===== src/rtl/fifo_scoreboard_pkg.sv =====
// Shared types and constants for the FIFO scoreboard: checker states,
// err_code bit positions and a saturating counter helper.
package fifo_chk_pkg;

   typedef enum logic [1:0] {
      ARM   = 2'd0,
      CHECK = 2'd1,
      HALT  = 2'd2
   } chk_state_e;

   localparam int ERR_DATA  = 0;
   localparam int ERR_EMPTY = 1;
   localparam int ERR_FULL  = 2;
   localparam int ERR_W     = 3;

   function automatic logic [15:0] sat_inc16(input logic [15:0] v);
      return (v == 16'hFFFF) ? v : v + 16'd1;
   endfunction

endpackage


===== src/rtl/fifo_scoreboard_if.sv =====
// Observation bundle between the FIFO under test and its scoreboard:
// the stimulus the FIFO sees plus the FIFO's responses.
interface fifo_scoreboard_if #(
   parameter int B = 8
);
   logic         wr;
   logic         rd;
   logic [B-1:0] wr_data;
   logic [B-1:0] rd_data;
   logic         full;
   logic         empty;

   modport master (output wr, rd, wr_data, rd_data, full, empty);
   modport slave  (input  wr, rd, wr_data, rd_data, full, empty);
endinterface


===== src/rtl/fifo_ref_model.sv =====
// Cycle-accurate shadow queue for the FIFO scoreboard. Pointers carry one
// extra MSB so full and empty are distinguishable when the indices match.
module fifo_ref_model #(
   parameter int B = 8,
   parameter int W = 4
) (
   input  logic         clk,
   input  logic         rst,
   input  logic         wr_i,
   input  logic         rd_i,
   input  logic [B-1:0] wr_data_i,
   output logic [B-1:0] head_o,
   output logic         model_full_o,
   output logic         model_empty_o,
   output logic         pop_o,
   output logic [W:0]   occupancy_o
);

   localparam int DEPTH = 2**W;

   logic [B-1:0] mem_q [DEPTH];
   logic [W:0]   w_ptr_q, w_ptr_d;
   logic [W:0]   r_ptr_q, r_ptr_d;
   logic [W:0]   occ_q, occ_d;
   logic         push;
   logic         pop;
   logic         model_full;
   logic         model_empty;

   assign model_empty = (w_ptr_q == r_ptr_q);
   assign model_full  = (w_ptr_q[W] != r_ptr_q[W]) &&
                        (w_ptr_q[W-1:0] == r_ptr_q[W-1:0]);

   // A simultaneous read frees the slot, so a full queue still takes the write.
   assign pop  = rd_i && !model_empty;
   assign push = wr_i && (!model_full || rd_i);

   always_comb begin
      w_ptr_d = w_ptr_q;
      r_ptr_d = r_ptr_q;
      if (push) w_ptr_d = w_ptr_q + 1'b1;
      if (pop)  r_ptr_d = r_ptr_q + 1'b1;
      occ_d = w_ptr_d - r_ptr_d;
   end

   always_ff @(posedge clk) begin
      if (rst) begin
         w_ptr_q <= '0;
         r_ptr_q <= '0;
         occ_q   <= '0;
      end else begin
         w_ptr_q <= w_ptr_d;
         r_ptr_q <= r_ptr_d;
         occ_q   <= occ_d;
      end
   end

   always_ff @(posedge clk) begin
      if (push) mem_q[w_ptr_q[W-1:0]] <= wr_data_i;
   end

   assign head_o        = mem_q[r_ptr_q[W-1:0]];
   assign model_full_o  = model_full;
   assign model_empty_o = model_empty;
   assign pop_o         = pop;
   assign occupancy_o   = occ_q;

endmodule


===== src/rtl/fifo_scoreboard.sv =====
// Synthesizable monitor for the block-RAM FIFO: shadows every accepted
// transfer and flags data/flag mismatches one cycle after they are seen.
//
//   state | meaning
//   ARM   | first cycle after reset, model tracks but nothing is checked
//   CHECK | normal checking, errors counted
//   HALT  | err_count reached MAX_ERR; fail held, counting frozen until rst
module fifo_scoreboard
   import fifo_chk_pkg::*;
#(
   parameter int B       = 8,
   parameter int W       = 4,
   parameter int MAX_ERR = 255
) (
   input  logic              clk,
   input  logic              rst,
   fifo_scoreboard_if.slave  mon,
   output logic              err,
   output logic [ERR_W-1:0]  err_code,
   output logic [B-1:0]      exp_data,
   output logic [15:0]       err_count,
   output logic              fail,
   output logic [W:0]        occupancy
);

   localparam logic [1:0]  S_ARM     = ARM;
   localparam logic [1:0]  S_CHECK   = CHECK;
   localparam logic [1:0]  S_HALT    = HALT;
   localparam logic [15:0] MAX_ERR_C = 16'(MAX_ERR);

   logic [B-1:0]     head;
   logic             model_full;
   logic             model_empty;
   logic             pop;
   logic [W:0]       occ;

   logic [1:0]       state_q, state_d;
   logic             err_q, err_d;
   logic [ERR_W-1:0] err_code_q, err_code_d;
   logic [B-1:0]     exp_data_q, exp_data_d;
   logic [15:0]      err_count_q, err_count_d;
   logic             fail_q, fail_d;
   logic [ERR_W-1:0] mis;

   fifo_ref_model #(
      .B (B),
      .W (W)
   ) u_ref_model (
      .clk           (clk),
      .rst           (rst),
      .wr_i          (mon.wr),
      .rd_i          (mon.rd),
      .wr_data_i     (mon.wr_data),
      .head_o        (head),
      .model_full_o  (model_full),
      .model_empty_o (model_empty),
      .pop_o         (pop),
      .occupancy_o   (occ)
   );

   // A read ignored by an empty model is never data-checked.
   always_comb begin
      mis            = '0;
      mis[ERR_DATA]  = pop && (mon.rd_data != head);
      mis[ERR_EMPTY] = (mon.empty != model_empty);
      mis[ERR_FULL]  = (mon.full != model_full);
   end

   always_comb begin
      state_d     = state_q;
      err_d       = 1'b0;
      err_code_d  = err_code_q;
      exp_data_d  = exp_data_q;
      err_count_d = err_count_q;
      case (state_q)
         S_ARM: begin
            state_d = S_CHECK;
         end
         S_CHECK: begin
            if (|mis) begin
               err_d       = 1'b1;
               err_code_d  = mis;
               exp_data_d  = model_empty ? '0 : head;
               err_count_d = sat_inc16(err_count_q);
               if (err_count_d >= MAX_ERR_C) state_d = S_HALT;
            end
         end
         S_HALT: begin
            state_d = S_HALT;
         end
         default: begin
            state_d = S_ARM;
         end
      endcase
      fail_d = (state_d == S_HALT);
   end

   always_ff @(posedge clk) begin
      if (rst) begin
         state_q     <= S_ARM;
         err_q       <= 1'b0;
         err_code_q  <= '0;
         exp_data_q  <= '0;
         err_count_q <= '0;
         fail_q      <= 1'b0;
      end else begin
         state_q     <= state_d;
         err_q       <= err_d;
         err_code_q  <= err_code_d;
         exp_data_q  <= exp_data_d;
         err_count_q <= err_count_d;
         fail_q      <= fail_d;
      end
   end

   assign err       = err_q;
   assign err_code  = err_code_q;
   assign exp_data  = exp_data_q;
   assign err_count = err_count_q;
   assign fail      = fail_q;
   assign occupancy = occ;

endmodule


===== src/flat_wrapper.sv =====
// flat-port wrapper written by rule: the top's interface ports become plain ports
module fifo_scoreboard_flat import fifo_chk_pkg::*;
#(
   parameter int B       = 8,
   parameter int W       = 4,
   parameter int MAX_ERR = 255
)
  (clk, rst, err, err_code, exp_data, err_count, fail, occupancy, mon_wr, mon_rd, mon_wr_data, mon_rd_data, mon_full, mon_empty);
  fifo_scoreboard_if #(.B(B)) mon_i ();
  input  logic clk;
  input  logic rst;
  output logic err;
  output logic [ERR_W-1:0] err_code;
  output logic [B-1:0] exp_data;
  output logic [15:0] err_count;
  output logic fail;
  output logic [W:0] occupancy;
  input wire logic [$bits(mon_i.wr)-1:0] mon_wr;
  input wire logic [$bits(mon_i.rd)-1:0] mon_rd;
  input wire logic [$bits(mon_i.wr_data)-1:0] mon_wr_data;
  input wire logic [$bits(mon_i.rd_data)-1:0] mon_rd_data;
  input wire logic [$bits(mon_i.full)-1:0] mon_full;
  input wire logic [$bits(mon_i.empty)-1:0] mon_empty;
  assign mon_i.wr = mon_wr;
  assign mon_i.rd = mon_rd;
  assign mon_i.wr_data = mon_wr_data;
  assign mon_i.rd_data = mon_rd_data;
  assign mon_i.full = mon_full;
  assign mon_i.empty = mon_empty;
  fifo_scoreboard #(.B(B), .W(W), .MAX_ERR(MAX_ERR)) u_core (.clk(clk), .rst(rst), .mon(mon_i), .err(err), .err_code(err_code), .exp_data(exp_data), .err_count(err_count), .fail(fail), .occupancy(occupancy));
endmodule

===== config.mk =====
export PLATFORM = sky130hd
export DESIGN_NAME = fifo_scoreboard_flat
export DESIGN_NICKNAME = d
export VERILOG_FILES = /design/src/rtl/fifo_scoreboard_pkg.sv /design/src/rtl/fifo_scoreboard_if.sv /design/src/rtl/fifo_ref_model.sv /design/src/rtl/fifo_scoreboard.sv /design/src/flat_wrapper.sv
export SDC_FILE = /design/constraint.sdc
export NUM_CORES = 1
export LEC_CHECK = 0
export CORE_ASPECT_RATIO = 1.25
export CORE_MARGIN = 5
export CORE_UTILIZATION = 50
export CTS_CLUSTER_DIAMETER = 40
export DETAILED_ROUTE_END_ITERATION = 8
export PLACE_DENSITY_LB_ADDON = 0.08
export SLEW_MARGIN = 20
export SYNTH_ARGS = -nofsm -noshare
export SYNTH_HDL_FRONTEND = slang
export SYNTH_SLANG_ARGS = --single-unit

===== constraint.sdc =====
create_clock -name clk -period 5.7 [get_ports clk]
set_clock_uncertainty 0.15 [all_clocks]
set_input_delay 0.57 -clock clk [delete_from_list [all_inputs] [get_ports clk]]
set_output_delay 0.57 -clock clk [all_outputs]
set_load 0.1 [all_outputs]

==> run summary, run 1 <==
min-delay src = u_core.exp_data[7]$_SDFFE_PP0P_
wire per inst = 19.85 um
pre-CTS setup slack = 1596 ps
post-layout min period = 4057 ps
final setup margin = 1643 ps
Cell Pwr Density = 362.3 nW/um^2
Max Root-Sink Buffers = 2
layout cells sized above 1 = 9.285%
leakage power = 2.983 nW
Vias = 4,886
post-synthesis sequential area ratio = 61.43%
I/O Buffers = 55
cell area after layout = 8970 um^2
Routed Wire Length = 17,250 um
Worst setup EP type = flop
Synth Net Count = 625
DPL Wire Length = 11,980 um
Clock Latency Late Sink = 430 ps
Post-CTS Setup Inserts = 0
# H-tree levels = 4
Post-synth top flop = edfxtp_1
Initial Util = 50.23%
Fmax = 0.2465 GHz
vias in the first global route = 4,867
I/O Pins = 56
Clock Tree Root = clkbuf_16
reg2reg start = u_core.u_ref_model.r_ptr_q[1]$_SDFF_PP0_
initial antenna violation count = 0
CP Cell Sequence = nor2b_2, a22o_1, a221oi_1, a221o_1, nor4_2, o221ai_2, o21ai_4, nor3_1, mux2_1
Final Hold Violating Endpoints = 0
pin count of the biggest net entering global routing = 53
Finished Layout Cells = 869
CTS tree = built
number of max-cap violations = 0
Setup TNS Final = 0 ps
Die ar. = 18,120 um^2
Hold-fix buffers, CTS = 0
Pwr Total = 3.250 mW
core area = 15,440 um^2
RSZ-0062 raised after global routing = false
Critical Path Source = u_core.u_ref_model.r_ptr_q[1]$_SDFF_PP0_
CP Data Arrival Time = 4230 ps
flops & latches, synth = 174
post_cts resized = 0
NumNets Final = 677
period utilization = 71.17%
CTS clock-pin slew for the worst setup and hold paths = 70 ps
number of synthesized flops with an enable pin = 128
height of the chip = 149.3 um
CP required = 5870 ps
ANT cells = 0
Post-Syn Area per Cell = 13.10 um^2
Layout area overhead = 15.65%
placed instance area = 8411 um^2
Total GRT Usage = 19.79%
Slew @ Worst Pin = 1048 ps
Placer Congestion = 0.8275
post-synth top area share = 49.56%
Residual DRC = 0
VDD IR max = 0.1945 mV
max incr delay on CP = 780 ps
Worst slew margin = 29.87%
Max Slew Vio Count = 0
total grt overflow = 0
CP max-delay cell = o21ai_4
first-pass iteration count of the detailed router = 5
Area contributors post-synth = edfxtp_1 (50%), dfxtp_1 (12%), mux2i_1 (7.6%)
first-pass GRT wire length = 26,860 um
count of different cell masters after synthesis = 62
# fillers = 1,273
Final Setup Violations = 0
top-count cell post-synth = edfxtp_1
Synth top cells by count = edfxtp_1 (128), mux2i_1 (59), nor2_1 (53)
Core Rows = 51
DR iter-0 viols = 428
Final ANT Viol Nets = 0
Die W = 121.4 um
CTS Sinks = 174
yosys synthesis warning count = 0
Crit Path Class = reg2reg
Placed Cells = 837
CTS Buf Count = 17
Vias/cell = 5.623
ys async rst share = 0%
CP max FO = 41
Synth Instances = 592
outcome = finished, final reports clean
CP bufs+invs = 0
mapped cell area = 7756 um^2
CP top delay family = compound AO/OA/AOI/OAI gates
startpoint types = flop
Synth area leader = edfxtp_1
worst min path class = reg2reg
logic make-up (layout without fill, tap and decap cells):
family / Yosys count / in the layout / synth area share, %
DFF: 174 / 174 / 61.43
AOI/OAI and AO/OA: 91 / 91 / 8.550
xor gates and xnor gates: 33 / 33 / 3.726
adders and majority gates: 11 / 11 / 1.871
buffers and inverters: 50 / 115 / 3.855
and+or+nand+nor: 163 / 163 / 10.49
muxes: 70 / 70 / 10.08
power breakdown:
part / switching, mW / total, mW / internal (mW)
combinational: 0.452 / 0.695 / 0.243
sequential: 0.0467 / 1.45 / 1.40
clock: 0.501 / 1.11 / 0.607
final cells by class:
| cell class | instances | area, um^2 | area share (%) |
|---|---|---|---|
| Clock buffer | 17 | 425.4 | 4.743 |
| Timing Repair Buffer | 64 | 613.1 | 6.835 |
| Clock inverter | 15 | 133.9 | 1.493 |
| Inverter | 19 | 71.32 | 0.7951 |
| Multi-Input combinational cell | 368 | 2693 | 30.02 |
| Tap cell | 212 | 265.3 | 2.957 |
| Sequential cell | 174 | 4768 | 53.16 |
path summary, 6_finish.rpt:
check / to / slack, ps / cells after the start
min reg2reg: u_core.exp_data[7]$_SDFFE_PP0P_ / 300 / 2
max reg2reg: u_core.err_count[9]$_SDFFE_PP0P_ / 1640 / 9
max: u_core.err_count[9]$_SDFFE_PP0P_ / 1640 / 9
min: u_core.exp_data[7]$_SDFFE_PP0P_ / 300 / 2
sequential cells by signal, indices dropped and copies added (netlist names):
name                            flops
u_core.err                          1
u_core.err_code                     3
u_core.err_count                   16
u_core.exp_data                     8
u_core.fail                         1
u_core.state_q                      2
u_core.u_ref_model.mem_q          128
u_core.u_ref_model.occupancy_o      5
u_core.u_ref_model.r_ptr_q          5
u_core.u_ref_model.w_ptr_q          5
through the flow:
stage	util [%]	hold slack [ps]
after floorplan	-	297.3
after global placement	54.46	290.2
after detailed placement	54.46	297.7
after CTS	58.09	306.3
after global routing	58.09	318.0
final	58.09	300.9
layout by cell type, fill, tap and decap left out, types with 3 or more instances in the layout:
cell type          n
edfxtp_1         128
mux2i_1           59
clkdlybuf4s50_1   54
nor2_1            53
dfxtp_1           45
nand2_1           30
a21oi_1           24
a22oi_1           20
inv_1             18
xnor2_1           17
nor3_1            17
clkbuf_16         17
xor2_1            16
or3_1             13
ha_1              10
nor2b_1            9
nand3_1            9
buf_4              9
a31oi_1            7
a22o_1             6
o21ai_0            6
nand4_1            5
nor4_1             5
mux4_2             5
inv_6              5
nand2b_1           4
and3_1             4
o21a_1             3
clkinv_1           3
a21o_1             3
o31ai_1            3
or4_1              3
mux2_1             3
clkinv_2           3
clkinv_4           3
layer usage:
layer	part of all wire, %	track usage, %	vias to the layer above
met4	1.7	6.390	0
met3	5.5	4.476	17
met2	50	33.20	141
met5	0	0	-
met1	43	25.53	2413
li1	-	-	2315
worst reg2reg max path: stages (launching register included):
cell and delay, ps:
dfxtp_1 630, nor2b_2 650, a22o_1 250, a221oi_1 70
a221o_1 400, nor4_2 310, o221ai_2 200, o21ai_4 780
nor3_1 170, mux2_1 350
Power figures use the tool's default switching activity.
==> run 2: changes to the inputs <==
==> constraint.sdc (replaced) <==
create_clock -name clk -period 4.1 [get_ports clk]
set_clock_uncertainty 0.15 [all_clocks]
set_input_delay 0.41 -clock clk [delete_from_list [all_inputs] [get_ports clk]]
set_output_delay 0.41 -clock clk [all_outputs]
set_load 0.1 [all_outputs]
==> run 2 against run 1 <==
Utilization up 0.63 points. Total power grew 40%. Critical path type unchanged. Die area is the same. Non-clock buffer count increased by 8. Largest power group unchanged.
==> run summary, run 2 (synthesis gave the netlist of run 1 again) <==
placed instance area = 8496 um^2 (+1.0%)
height of the chip = 149.3 um (unchanged)
Worst R2R Setup Slack = 430 ps (-1210 ps)
Crit Path Class = reg2reg
CP Data Arrival Time = 3800 ps (-430 ps)
Worst slew margin = 31.08% (+1.2 points)
Residual DRC = 0 (unchanged)
Initial Util = 50.23% (unchanged)
post-layout min period = 3671 ps (-385.6 ps)
Vias/cell = 5.560 (-1.1%)
Largest register FFs = 128 (unchanged)
CP top delay family = compound AO/OA/AOI/OAI gates
cell area after layout = 9067 um^2 (+1.1%)
Worst setup EP type = flop
Setup TNS Final = 0 ps (unchanged)
CP required = 4230 ps (-1640 ps)
Clock Latency Late Sink = 430 ps (about the same)
wire per inst = 19.40 um (-2.3%)
Crit Reg-Reg Endpoint = u_core.err_count[14]$_SDFFE_PP0P_
I/O Pins = 56 (unchanged)
startpoint types = flop
CTS Sinks = 174 (unchanged)
CP max-delay cell = o21ai_4
first-pass GRT wire length = 26,680 um (-0.67%)
Max Slew Vio Count = 0 (unchanged)
first-pass iteration count of the detailed router = 5 (unchanged)
CP Cell Sequence = buf_12, mux2i_1, a22o_1, a221oi_1, a221o_1, nor4_2, o221ai_2, o21ai_4, buf_4, or3_1, a211oi_2
ANT cells = 0 (unchanged)
pin count of the biggest net entering global routing = 53 (unchanged)
Die W = 121.4 um (unchanged)
Post-CTS Setup Inserts = 0 (unchanged)
Crit. path cell count = 11 (+2)
I/O Buffers = 55 (unchanged)
layout cells sized above 1 = 10.23% (+0.94 points)
worst r2r path cells = 11 (+2)
Placer Congestion = 0.9203 (+11%)
DPL Wire Length = 12,140 um (+1.3%)
NumNets Final = 685 (+1.2%)
reg2reg start = u_core.u_ref_model.r_ptr_q[0]$_SDFF_PP0_
period utilization = 89.54% (+18 points)
Layout area overhead = 16.91%
Fmax = 0.2724 GHz (+11%)
Final Setup Violations = 0 (unchanged)
CTS Buf Count = 17 (unchanged)
Max Root-Sink Buffers = 2 (unchanged)
Min Hold Slack = 302.5 ps (+1.576 ps)
commonest non-fill, non-tap cell in the layout = edfxtp_1
# H-tree levels = 4 (unchanged)
Pwr Total = 4.561 mW (+40%)
vias in the first global route = 4,777 (-1.8%)
Core Rows = 51 (unchanged)
Total GRT Usage = 19.76% (-0.031 points)
Final Hold Violating Endpoints = 0 (unchanged)
outcome = finished, final reports clean
max incr delay on CP = 700 ps (-80 ps)
leakage power = 3.027 nW (+1.5%)
Vias = 4,876 (-0.20%)
Die ar. = 18,120 um^2 (unchanged)
Hold-fix buffers, CTS = 0 (unchanged)
worst min path class = reg2reg
CP max FO = 33 (-20%)
# fillers = 1,271 (-0.16%)
CTS tree = built
most frequent cells in the layout = edfxtp_1 (128), mux2i_1 (59), clkdlybuf4s50_1 (54), nor2_1 (53), dfxtp_1 (45)
total grt overflow = 0 (unchanged)
post_cts resized = 0 (unchanged)
RSZ-0062 raised after global routing = false
number of max-cap violations = 0 (unchanged)
CP bufs+invs = 2 (+2)
Final Util = 58.72% (+0.63 points)
DR iter-0 viols = 328 (-23%)
CTS clock-pin slew for the worst setup and hold paths = 70 ps (about the same)
VDD IR max = 0.3098 mV (+59%)
hold worst-path end = u_core.exp_data[7]$_SDFFE_PP0P_
Cell Pwr Density = 503.0 nW/um^2 (+39%)
Clock Tree Root = clkbuf_16
Final ANT Viol Nets = 0 (unchanged)
Routed Wire Length = 17,010 um (-1.4%)
core area = 15,440 um^2 (unchanged)
min-delay src = u_core.exp_data[7]$_SDFFE_PP0P_
Worst Hold Depth = 2 (unchanged)
initial antenna violation count = 0 (unchanged)
Slew @ Worst Pin = 1030 ps (-17.97 ps)
## run 2: cell count changes in the layout (fill, tap and decap cells not counted)
| cell | delta |
|---|---|
| buf_12 | +2 |
| clkinv_2 | -1 |
| buf_4 | +6 |
| clkinv_4 | +1 |
| inv_6 | -3 |
| clkinvlp_2 | +1 |
| inv_8 | -1 |
| bufinv_16 | +1 |
| clkinvlp_4 | +1 |
| clkinv_1 | +1 |
## run 2: worst max-delay path by stage
| stage | endpoint | slack, ps | start |
|---|---|---|---|
| 3_5_place_dp | u_core.err_count[14]$_SDFFE_PP0P_ | 420 | u_core.u_ref_model.r_ptr_q[0]$_SDFF_PP0_ |
| 6_report | u_core.err_count[14]$_SDFFE_PP0P_ | 430 | u_core.u_ref_model.r_ptr_q[0]$_SDFF_PP0_ |
| 5_1_grt | u_core.err_count[0]$_SDFFE_PP0P_ | 110 | u_core.u_ref_model.r_ptr_q[0]$_SDFF_PP0_ |
| 2_1_floorplan | u_core.fail$_SDFF_PP0_ | 570 | u_core.err_count[0]$_SDFFE_PP0P_ |
| 4_1_cts | u_core.err_count[14]$_SDFFE_PP0P_ | 400 | u_core.u_ref_model.r_ptr_q[0]$_SDFF_PP0_ |
| 3_3_place_gp | u_core.err_count[14]$_SDFFE_PP0P_ | 520 | u_core.u_ref_model.r_ptr_q[0]$_SDFF_PP0_ |
## run 2: final cells by class
type / instances / area (um^2) / share of cell area, %
timing repair buffer: 72 / 698.2 / 7.700
clock inverter: 15 / 146.4 / 1.614
tap: 212 / 265.3 / 2.925
multi-input combinational: 368 / 2693 / 29.70
sequential: 174 / 4768 / 52.59
inverter: 19 / 71.32 / 0.7865
clock buffer: 17 / 425.4 / 4.692
## run 2: report_power, final
group	total, mW	internal (mW)	switching (mW)
combinational	1.02	0.364	0.651
sequential	2.00	1.95	0.0498
clock	1.55	0.893	0.656
total	4.56	3.20	1.36
## run 2: per-stage QoR
step | cells | worst slack, ps
finish | 877 | 428.7
global route | 877 | 111.9
CTS | 877 | 395.9
detailed placement | 845 | 421.0
global placement | 845 | 522.9
floorplan | 592 | 565.2
## run 2: per-layer routing
| metal | GRT usage, % | wire, um | up-vias |
|---|---|---|---|
| met4 | 8.352 | 470 | 0 |
| met3 | 4.021 | 671 | 27 |
| met1 | 25.65 | 7435 | 2404 |
| met5 | 0 | 0 | - |
| met2 | 32.34 | 8434 | 118 |
| li1 | - | - | 2327 |
## run 2: worst register-to-register path, delay by kind of cell, from the launching register on
family / cells / cell delay [ps]
AO/OA/AOI/OAI: 6 / 1620
flip-flops: 1 / 540
AND/OR/NAND/NOR: 2 / 440
multiplexers: 1 / 230
buffers and inverters: 2 / 560
